<file path="src/rtl/pixel_stream_loader_if.sv">
// Handshake bundles for the pixel stream loader: the byte stream it consumes
// and the pixel-write port it drives toward the display controller.
interface byte_stream_if;
  logic [7:0] in_data;
  logic       in_valid;
  logic       in_sof;
  logic       in_ready;

  modport master (output in_data, in_valid, in_sof, input in_ready);
  modport slave  (input in_data, in_valid, in_sof, output in_ready);
endinterface

interface pixel_write_if;
  logic        shield_ready;
  logic        write_en;
  logic [5:0]  pixel_addr;
  logic [23:0] pixel_value;

  modport master (output write_en, pixel_addr, pixel_value, input shield_ready);
  modport slave  (input write_en, pixel_addr, pixel_value, output shield_ready);
endinterface

</file>
<file path="src/rtl/pixel_stream_loader.sv">
// Packs an R,G,B byte stream into addressed 24-bit pixel writes, buffered in a
// small show-ahead FIFO so the source keeps flowing while the controller paints.
module pixel_stream_loader #(
  parameter int unsigned FIFO_AW = 2
) (
  input  logic           clk,
  input  logic           rst_n,
  byte_stream_if.slave   in_if,
  pixel_write_if.master  wr_if,
  output logic           frame_done,
  output logic           sync_err
);

  localparam int unsigned DEPTH = 1 << FIFO_AW;

  localparam logic [0:0] ST_HUNT = 1'b0;
  localparam logic [0:0] ST_LOAD = 1'b1;

  typedef struct packed {
    logic [5:0]  addr;
    logic [23:0] rgb;
  } pixel_t;

  logic [0:0]         state_q, state_d;
  logic [1:0]         phase_q, phase_d;
  logic [5:0]         addr_cnt_q, addr_cnt_d;
  logic [7:0]         r_q, r_d;
  logic [7:0]         g_q, g_d;
  logic               sync_err_q, sync_err_d;
  logic               frame_done_q;

  pixel_t             mem_q [DEPTH];
  pixel_t             last_q;
  logic [FIFO_AW-1:0] wr_ptr_q, rd_ptr_q;
  logic [FIFO_AW:0]   count_q;

  logic               fifo_full, fifo_empty;
  logic               accept, push, pop;
  pixel_t             push_data, head;

  assign fifo_full  = (count_q == (FIFO_AW+1)'(DEPTH));
  assign fifo_empty = (count_q == '0);
  assign accept     = in_if.in_valid & ~fifo_full;
  assign pop        = ~fifo_empty & wr_if.shield_ready;

  // An empty FIFO keeps presenting the last popped pixel rather than stale slots.
  assign head = fifo_empty ? last_q : mem_q[rd_ptr_q];

  assign in_if.in_ready    = ~fifo_full;
  assign wr_if.write_en    = ~fifo_empty;
  assign wr_if.pixel_addr  = head.addr;
  assign wr_if.pixel_value = head.rgb;
  assign frame_done        = frame_done_q;
  assign sync_err          = sync_err_q;

  always_comb begin
    // NOTE: every output of this block gets a default first, so no path can infer a latch.
    state_d    = state_q;
    phase_d    = phase_q;
    addr_cnt_d = addr_cnt_q;
    r_d        = r_q;
    g_d        = g_q;
    sync_err_d = sync_err_q;
    push       = 1'b0;
    push_data  = '{addr: addr_cnt_q, rgb: {r_q, g_q, in_if.in_data}};

    if (accept) begin
      if (in_if.in_sof) begin
        // A start-of-frame always restarts at pixel 0; mid-pixel or mid-frame is an error.
        if (state_q == ST_LOAD && (phase_q != 2'd0 || addr_cnt_q != 6'd0)) begin
          sync_err_d = 1'b1;
        end
        state_d    = ST_LOAD;
        r_d        = in_if.in_data;
        phase_d    = 2'd1;
        addr_cnt_d = 6'd0;
      end else if (state_q == ST_LOAD) begin
        case (phase_q)
          2'd0: begin
            r_d     = in_if.in_data;
            phase_d = 2'd1;
          end
          2'd1: begin
            g_d     = in_if.in_data;
            phase_d = 2'd2;
          end
          default: begin
            push       = 1'b1;
            phase_d    = 2'd0;
            addr_cnt_d = addr_cnt_q + 6'd1;
          end
        endcase
      end
    end
  end

  // NOTE: state registers use non-blocking assignments so all flops update together.
  always_ff @(posedge clk or negedge rst_n) begin
    if (!rst_n) begin
      state_q      <= ST_HUNT;
      phase_q      <= 2'd0;
      addr_cnt_q   <= 6'd0;
      r_q          <= 8'd0;
      g_q          <= 8'd0;
      sync_err_q   <= 1'b0;
      frame_done_q <= 1'b0;
      last_q       <= '0;
      wr_ptr_q     <= '0;
      rd_ptr_q     <= '0;
      count_q      <= '0;
    end else begin
      state_q      <= state_d;
      phase_q      <= phase_d;
      addr_cnt_q   <= addr_cnt_d;
      r_q          <= r_d;
      g_q          <= g_d;
      sync_err_q   <= sync_err_d;
      frame_done_q <= pop && (head.addr == 6'd63);
      if (pop) begin
        last_q   <= head;
        rd_ptr_q <= rd_ptr_q + 1'b1;
      end
      if (push) begin
        wr_ptr_q <= wr_ptr_q + 1'b1;
      end
      case ({push, pop})
        2'b10:   count_q <= count_q + 1'b1;
        2'b01:   count_q <= count_q - 1'b1;
        default: count_q <= count_q;
      endcase
    end
  end

  // NOTE: storage is not reset; occupancy and the empty-head mux keep stale entries invisible.
  always_ff @(posedge clk) begin
    if (push) begin
      mem_q[wr_ptr_q] <= push_data;
    end
  end

endmodule

</file>
<file path="src/flat_wrapper.sv">
// flat-port wrapper written by rule: the top's interface ports become plain ports
module pixel_stream_loader_flat 
#(
  parameter int unsigned FIFO_AW = 2
)
  (clk, rst_n, frame_done, sync_err, in_if_in_data, in_if_in_valid, in_if_in_sof, in_if_in_ready, wr_if_write_en, wr_if_pixel_addr, wr_if_pixel_value, wr_if_shield_ready);
  byte_stream_if in_if_i ();
  pixel_write_if wr_if_i ();
  input  logic clk;
  input  logic rst_n;
  output logic frame_done;
  output logic sync_err;
  input wire logic [$bits(in_if_i.in_data)-1:0] in_if_in_data;
  input wire logic [$bits(in_if_i.in_valid)-1:0] in_if_in_valid;
  input wire logic [$bits(in_if_i.in_sof)-1:0] in_if_in_sof;
  output wire logic [$bits(in_if_i.in_ready)-1:0] in_if_in_ready;
  output wire logic [$bits(wr_if_i.write_en)-1:0] wr_if_write_en;
  output wire logic [$bits(wr_if_i.pixel_addr)-1:0] wr_if_pixel_addr;
  output wire logic [$bits(wr_if_i.pixel_value)-1:0] wr_if_pixel_value;
  input wire logic [$bits(wr_if_i.shield_ready)-1:0] wr_if_shield_ready;
  assign in_if_i.in_data = in_if_in_data;
  assign in_if_i.in_valid = in_if_in_valid;
  assign in_if_i.in_sof = in_if_in_sof;
  assign in_if_in_ready = in_if_i.in_ready;
  assign wr_if_write_en = wr_if_i.write_en;
  assign wr_if_pixel_addr = wr_if_i.pixel_addr;
  assign wr_if_pixel_value = wr_if_i.pixel_value;
  assign wr_if_i.shield_ready = wr_if_shield_ready;
  pixel_stream_loader #(.FIFO_AW(FIFO_AW)) u_core (.clk(clk), .rst_n(rst_n), .in_if(in_if_i), .wr_if(wr_if_i), .frame_done(frame_done), .sync_err(sync_err));
endmodule
</file>
<file path="config.mk">
export PLATFORM = sky130hd
export DESIGN_NAME = pixel_stream_loader_flat
export DESIGN_NICKNAME = d
export VERILOG_FILES = /design/src/rtl/pixel_stream_loader_if.sv /design/src/rtl/pixel_stream_loader.sv /design/src/flat_wrapper.sv
export SDC_FILE = /design/constraint.sdc
export NUM_CORES = 1
export LEC_CHECK = 0
export ABC_AREA = 0
export CELL_PAD_IN_SITES_DETAIL_PLACEMENT = 2
export CELL_PAD_IN_SITES_GLOBAL_PLACEMENT = 2
export CORE_MARGIN = 3
export CORE_UTILIZATION = 40
export CTS_CLUSTER_DIAMETER = 100
export DETAILED_ROUTE_END_ITERATION = 7
export GPL_TIMING_DRIVEN = 0
export PLACE_DENSITY = 0.83
export SKIP_CTS_REPAIR_TIMING = 1
export SYNTH_ARGS = -nofsm -noshare
export SYNTH_HDL_FRONTEND = slang
export SYNTH_SLANG_ARGS = --single-unit
</file>
<file path="constraint.sdc">
create_clock -name clk -period 2.3 [get_ports clk]
set_input_delay 0.23 -clock clk [delete_from_list [all_inputs] [get_ports clk]]
set_output_delay 0.23 -clock clk [all_outputs]
set_load 0.02 [all_outputs]
</file>
# Yosys cells after proc, flatten, opt, wreduce, memory -nomap -nowiden
# Memories as Yosys holds them, arrays and structs flattened.
# Index checks and enable logic that the tools add are counted.
dict set report classes {
  add_sub_neg 5
  eq_ne 6
  mux 17
  bitwise 5
  n_reduce_logical 17
}
# cell n
set op_table {}
lappend op_table {{30-bit two-way mux} 1}
lappend op_table {{8-bit two-way mux} 3}
lappend op_table {{6-bit two-way mux} 3}
lappend op_table {{3-bit AND reduction} 3}
lappend op_table {{2-bit nonzero test} 4}
lappend op_table {{6-bit by 1-bit adder with 6-bit output (second input constant)} 1}
lappend op_table {{6-bit equality test (second input constant)} 1}
lappend op_table {{1-bit two-way mux} 6}
lappend op_table {{3-bit case mux with 2 select lines} 1}
lappend op_table {{6-bit nonzero test} 1}
lappend op_table {{2-bit by 1-bit adder with 2-bit output (second input constant)} 2}
lappend op_table {{2-bit by 1-bit equality test with 1-bit output (second input constant)} 2}
lappend op_table {{2-bit two-way mux} 2}
lappend op_table {{2-bit case mux with 2 select lines} 1}
lappend op_table {{2-bit AND reduction} 2}
lappend op_table {{4-bit AND reduction} 1}
lappend op_table {{3-bit by 1-bit adder with 3-bit output (second input constant)} 1}
lappend op_table {{3-bit equality test (second input constant)} 1}
lappend op_table {{3-bit zero test} 1}
lappend op_table {{1-bit NOT} 3}
lappend op_table {{3-bit by 1-bit subtractor with 3-bit output (second input constant)} 1}
lappend op_table {{1-bit AND} 2}
lappend op_table {{2-bit equality test (second input constant)} 1}
lappend op_table {{1-bit logical AND} 2}
lappend op_table {{other kinds (4)} 4}
dict set report totals {
  ff_bits 64
  ramBits 120
  inputBits 13
  out_inout_bits 34
  word_cells 63
  memories 1
}
# name words width rd rd_ports_with_merged_regs write_ports line_no
set mem_list {}
lappend mem_list {u_core.mem_q 4 30 1 0 1 pixel_stream_loader.sv:32} ;# pixel_t mem_q [DEPTH];

# Logic depth before layout (Yosys ltp)
dict set report depth {
  word_depth 8
  depth_mapped 11
}

# Worst setup path before layout
# Ideal clock, no wire load.
dict set report synth_timing {
  kind {register to register}
  startpoint {register u_core.count_q[2]}
  endpoint {memory u_core.mem_q[2][0] (netlist bit), enable pin}
  setup_ns 0.390
  t_arrival_ns 1.978
  setup_slack_ns -0.068
  path_stages_with_launch 6
  n_path_buf 1
  synth_period_minus_slack_ns 2.368
  path_cell_list {dfrtp_1 > or3b_1 > buf_6 > nand3_1 > nor2_1 > and2_1}
}
dict set report synth_between {
  elab_chain_cells 6
}
# element line_no
set synth_lines {}
lappend synth_lines {{from (decl)} pixel_stream_loader.sv:35} ;# logic [FIFO_AW:0] count_q;
lappend synth_lines {{from (signal assigned)} pixel_stream_loader.sv:127} ;# 2'b10: count_q <= count_q + 1'b1;
lappend synth_lines {{from (signal assigned)} pixel_stream_loader.sv:128} ;# 2'b01: count_q <= count_q - 1'b1;
lappend synth_lines {{from (signal assigned)} pixel_stream_loader.sv:129} ;# default: count_q <= count_q;
lappend synth_lines {{3-bit equality test} pixel_stream_loader.sv:41} ;# assign fifo_full = (count_q == (FIFO_AW+1)'(DEPTH));
lappend synth_lines {{1-bit NOT} -}
lappend synth_lines {{via in_if_in_ready} flat_wrapper.sv:16} ;# output wire logic [$bits(in_if_i.in_ready)-1:0] in_if_in_ready;
lappend synth_lines {{1-bit AND} pixel_stream_loader.sv:43} ;# assign accept = in_if.in_valid & ~fifo_full;
lappend synth_lines {{1-bit two-way mux} pixel_stream_loader.sv:67} ;# if (accept) begin
lappend synth_lines {{1-bit two-way mux} pixel_stream_loader.sv:136} ;# if (push) begin
lappend synth_lines {{1-bit two-way mux (not written as such)} pixel_stream_loader.sv:137} ;# mem_q[wr_ptr_q] <= push_data;
lappend synth_lines {{to (decl)} pixel_stream_loader.sv:32}
# The timed path passes the listed nets, and every way through them passes these cells.

# Final worst setup path
dict set report layout_timing {
  startpoint {register u_core.rd_ptr_q[0]}
  endpoint {output wr_if_pixel_value[9]}
}
dict set report layout_between {
  elab_chain_cells 2
}
# element line_no
set layout_lines {}
lappend layout_lines {{from (decl)} pixel_stream_loader.sv:34} ;# logic [FIFO_AW-1:0] wr_ptr_q, rd_ptr_q;
lappend layout_lines {{from (signal assigned)} pixel_stream_loader.sv:121} ;# rd_ptr_q <= rd_ptr_q + 1'b1;
lappend layout_lines {{memory read 4 x 30 bit} -}
lappend layout_lines {{30-bit two-way mux} pixel_stream_loader.sv:47} ;# assign head = fifo_empty ? last_q : mem_q[rd_ptr_q];
lappend layout_lines {{to (decl)} flat_wrapper.sv:19} ;# output wire logic [$bits(wr_if_i.pixel_value)-1:0] wr_if_pixel_value;
# No other way between the ends.

==> metrics.csv <==
stage,metric,value,unit
logic_synthesis,adder-cell share of the synthesized area,1.45,%
power,"IR drop worst, VDD",660,uV
power,part of the power in the clock network,23.0,%
cells_and_area,final core area utilization,51.3,%
worst_setup_path,data required time of the worst path,2.07,ns
global_route,largest net degree at the start of global routing,59,
clock_tree,root cell of the clock tree,clkbuf_16,
sta,hold violation total from the final report,0,
logic_synthesis,number of library cell types mapped by synthesis,38,
worst_setup_path,critical path peak fanout,6,
cells_and_area,count of filler cells inserted in the layout,1571,
logic_synthesis,number of standard cells after synthesis,443,
sta,Final Hold Slack,0.166,ns
sta,Max Fclk,418,MHz
logic_synthesis,synthesized-area fraction occupied by xor and xnor cells,0.947,%
sta,worst-margin pin slew,0.855,ns
worst_setup_path,worst-case reg-to-reg path depth,11,
route,number of design rule violations left after detail routing,0,
power,Switch Pwr,4.39,mW
logic_synthesis,library cell with the largest summed area after synthesis,edfxtp_1,
logic_synthesis,area share of the leading cell type in the synthesized netlist,48.7,%
route,total iterations of the first detailed-routing run,4,
global_route,vias in the first global route,4785,
sta,max-slew violation count,0,
sta,portion of the clock cycle consumed by the worst path in the final layout,104,%
sta,number of setup violations in the final report,20,
flow_run,reported max-cap violation count,0,
worst_setup_path,chain of cells forming the critical path,buf_6 > buf_12 > buf_12 > mux4_2 > mux2_4 > buf_6,
global_route,total congestion overflow after global routing,0,
cells_and_area,final instance count without filler cells,776,
hold_path,class of the tightest hold or removal check,input port to async pin,
cells_and_area,Layout Nets,555,
cells_and_area,summed area of non-filler cells in the final layout,9280,um^2
placement,count of buffers inserted at the top-level ports,46,
logic_synthesis,top cells by area in the synthesized netlist,"edfxtp_1 (49%), dfrtp_1 (22%), mux4_2 (9.1%)",
power,power share of the combinational group,40.7,%
die,Total Die Area,20200,um^2
logic_synthesis,post-synthesis instance area,7400,um^2
global_route,first-pass GRT wire length,29500,um
placement,final RePlAce weighted congestion,0.724,
cells_and_area,fraction of layout cells with a size suffix above 1,35.5,%
logic_synthesis,share of synthesized area occupied by flip-flops and latches,70.3,%
cells_and_area,sequential cell area in the final layout,5210,um^2
run_status,violated checks,setup timing,
worst_setup_path,number of cells on the critical path,6,
route,average wire per cell in the routed design,25.9,um
power,internal power summed over all cells,8.90,mW
placement,DP HPWL,11700,um
sta,worst relative slew slack,43.0,%
cells_and_area,"most common cell after layout, fill and taps aside",edfxtp_1,
power,ratio of total power to cell area,1430,nW/um^2
route,post-detailed-route count of antenna-violating nets,0,
route,Iteration-0 DRC Markers,259,
sta,Sum Neg Setup Slack,-0.971,ns
clock_tree,Clock Pin Slew Worst Setup and Hold Paths,0.07,ns
worst_setup_path,count of buffer and inverter cells on the critical path,4,
clock_tree,H-Tree Level Count,4,
sta,setup repair after global routing missed its margin,yes,
worst_setup_path,type of origin of the critical path,register,
cells_and_area,highest-count cells in the layout ignoring fill and taps,"edfxtp_1 (120), nand2_1 (96), dfrtp_1 (63), buf_6 (32), mux4_2 (30)",
logic_synthesis,complex-gate fraction of the synthesized area,0.997,%
die,effective utilization at floorplan,40.9,%
cells_and_area,area of the multi-input gates,2200,um^2
sta,maximum clock skew at final layout,0.0109,ns
cells_and_area,number of antenna repair diodes,0,
logic_synthesis,mux share of post-synthesis cell area,16.7,%
logic_synthesis,ys flop type,edfxtp_1,
clock_tree,Clock Sink Count,184,
sta,post-route worst setup slack,-0.0933,ns
run_status,outcome,finished with violations,
placement,placement-stage cell area,8190,um^2
logic_synthesis,"share of synthesized cell area in and, or, nand and nor gates",7.81,%
die,area inside the core boundary,18100,um^2
clock_tree,Max clock buf depth,2,
clock_tree,CTS buffer count,17,
logic_synthesis,syn nets,464,
power,Switching Fraction,33.0,%
global_route,aggregate global-route resource usage,19.8,%
logic_synthesis,total of flip-flops plus latches after synthesis,184,
worst_setup_path,biggest cell delay along the critical path,0.54,ns
worst_setup_path,dominant delay contributor by cell family on the critical path,multiplexers,
power,leakage power,3.68,nW
clock_tree,source-to-sink clock delay at the later pin of the worst-skew pair,0.43,ns
logic_synthesis,largest family of logic cells by synthesized area,multiplexers,
die,Row Count,49,
power,Sequential Power Share,36.3,%
placement,Placed Instances,719,
worst_setup_path,Worst path slowest cell,mux4_2,
die,floorplan die height,142,um
route,via density per instance,5.42,
route,Routed Wire Length,20100,um
global_route,initial antenna violation count,0,
logic_synthesis,mean cell area of the mapped netlist,16.7,um^2
logic_synthesis,"EDFF count, synth",120,
die,number of placed I/O pins,47,
sta,minimum clock period,2.39,ns
cells_and_area,Area growth syn-to-layout,25.3,%
worst_setup_path,CP arrival,2.16,ns
route,total via count after detailed routing,4203,
clock_tree,TritonCTS clock tree,yes,
worst_setup_path,type of the worst setup path,register to primary output,
die,Die X-Extent,142,um
logic_synthesis,share of synthesized flip-flops with an asynchronous set or reset,34.8,%
logic_synthesis,Yosys warning total,0,
worst_setup_path,critical path endpoint category,primary output,
[synth_stat cells (5+ instances only)]
library cell,count
inv_1,9
clkbuf_1,6
buf_2,7
mux2_2,39
nand2_1,97
ha_1,7
nand3_1,8
edfxtp_1,120
mux4_2,30
dfrtp_1,64
mux2_4,8
and2_1,5
[kinds of logic (layout without fill, tap and decap cells)]
group                      after synthesis  count (layout)
DFF                                    184             184
and+or+nand+nor                        129             129
muxes                                   77              77
buffers and inverters                   28             132
AOI/OAI and AO/OA                        9               9
adders and majority gates                8               8
xor gates and xnor gates                 8               8
[metrics by stage]
| step | worst slack [ns] | power, mW |
|---|---|---|
| CTS | -1.12 | 12.4 |
| detailed placement | -0.630 | 9.26 |
| global route | -0.148 | 13.9 |
| global placement | -1.51 | 8.94 |
| floorplan | 0.00998 | 7.46 |
| finish | -0.0933 | 13.3 |
[registers in the layout, summed over array words and instances (netlist names), 2 cells and up]
signal and count:
u_core.mem_q 120, u_core.last_q 30, u_core.g_q 8, u_core.r_q 8, u_core.addr_cnt_q 6, u_core.count_q 3, u_core.phase_q 2, u_core.rd_ptr_q 2
u_core.wr_ptr_q 2
[power groups by stage]
| stage | clock (mW) | combinational [mW] | sequential, mW |
|---|---|---|---|
| 3_5_place_dp | 0 | 4.42 | 4.84 |
| 2_1_floorplan | 0 | 2.81 | 4.65 |
| 5_1_grt | 3.23 | 5.77 | 4.91 |
| 3_3_place_gp | 0 | 4.21 | 4.73 |
| 4_1_cts | 3.11 | 4.51 | 4.80 |
| 6_report | 3.06 | 5.41 | 4.82 |
[layer usage]
metal	global-route usage (%)	share of wire (%)	vias up
met1	25.0	41	2275
met5	0	0	-
met4	3.84	1.2	0
met2	35.4	54	93
met3	4.40	3.4	18
li1	-	-	1817
[cell type report]
type | instances | area share (%)
plain buffers | 18 | 2.25
clock buffers | 20 | 4.71
clock inverters | 12 | 1.89
inverters | 9 | 0.364
multi-input cells | 231 | 23.7
flip-flops and latches | 184 | 56.1
well taps | 229 | 3.09
repair buffers | 73 | 7.85
[path summary, 6_finish.rpt]
kind	start	to	slack [ns]
min reg2reg	u_core.sync_err$_DFFE_PN0P_	u_core.sync_err$_DFFE_PN0P_	0.48
min in group clk	u_core.sync_err$_DFFE_PN0P_	u_core.sync_err$_DFFE_PN0P_	0.48
max reg2reg	u_core.count_q[0]$_DFFE_PN0P_	u_core.count_q[2]$_DFFE_PN0P_	0.07
min	rst_n	u_core.last_q[10]$_DFFE_PN0P_	0.17
max	u_core.rd_ptr_q[0]$_DFFE_PN0P_	wr_if_pixel_value[9]	-0.09
max in group asynchronous	rst_n	u_core.rd_ptr_q[1]$_DFFE_PN0P_	1.57
Power figures use the tool's default switching activity.
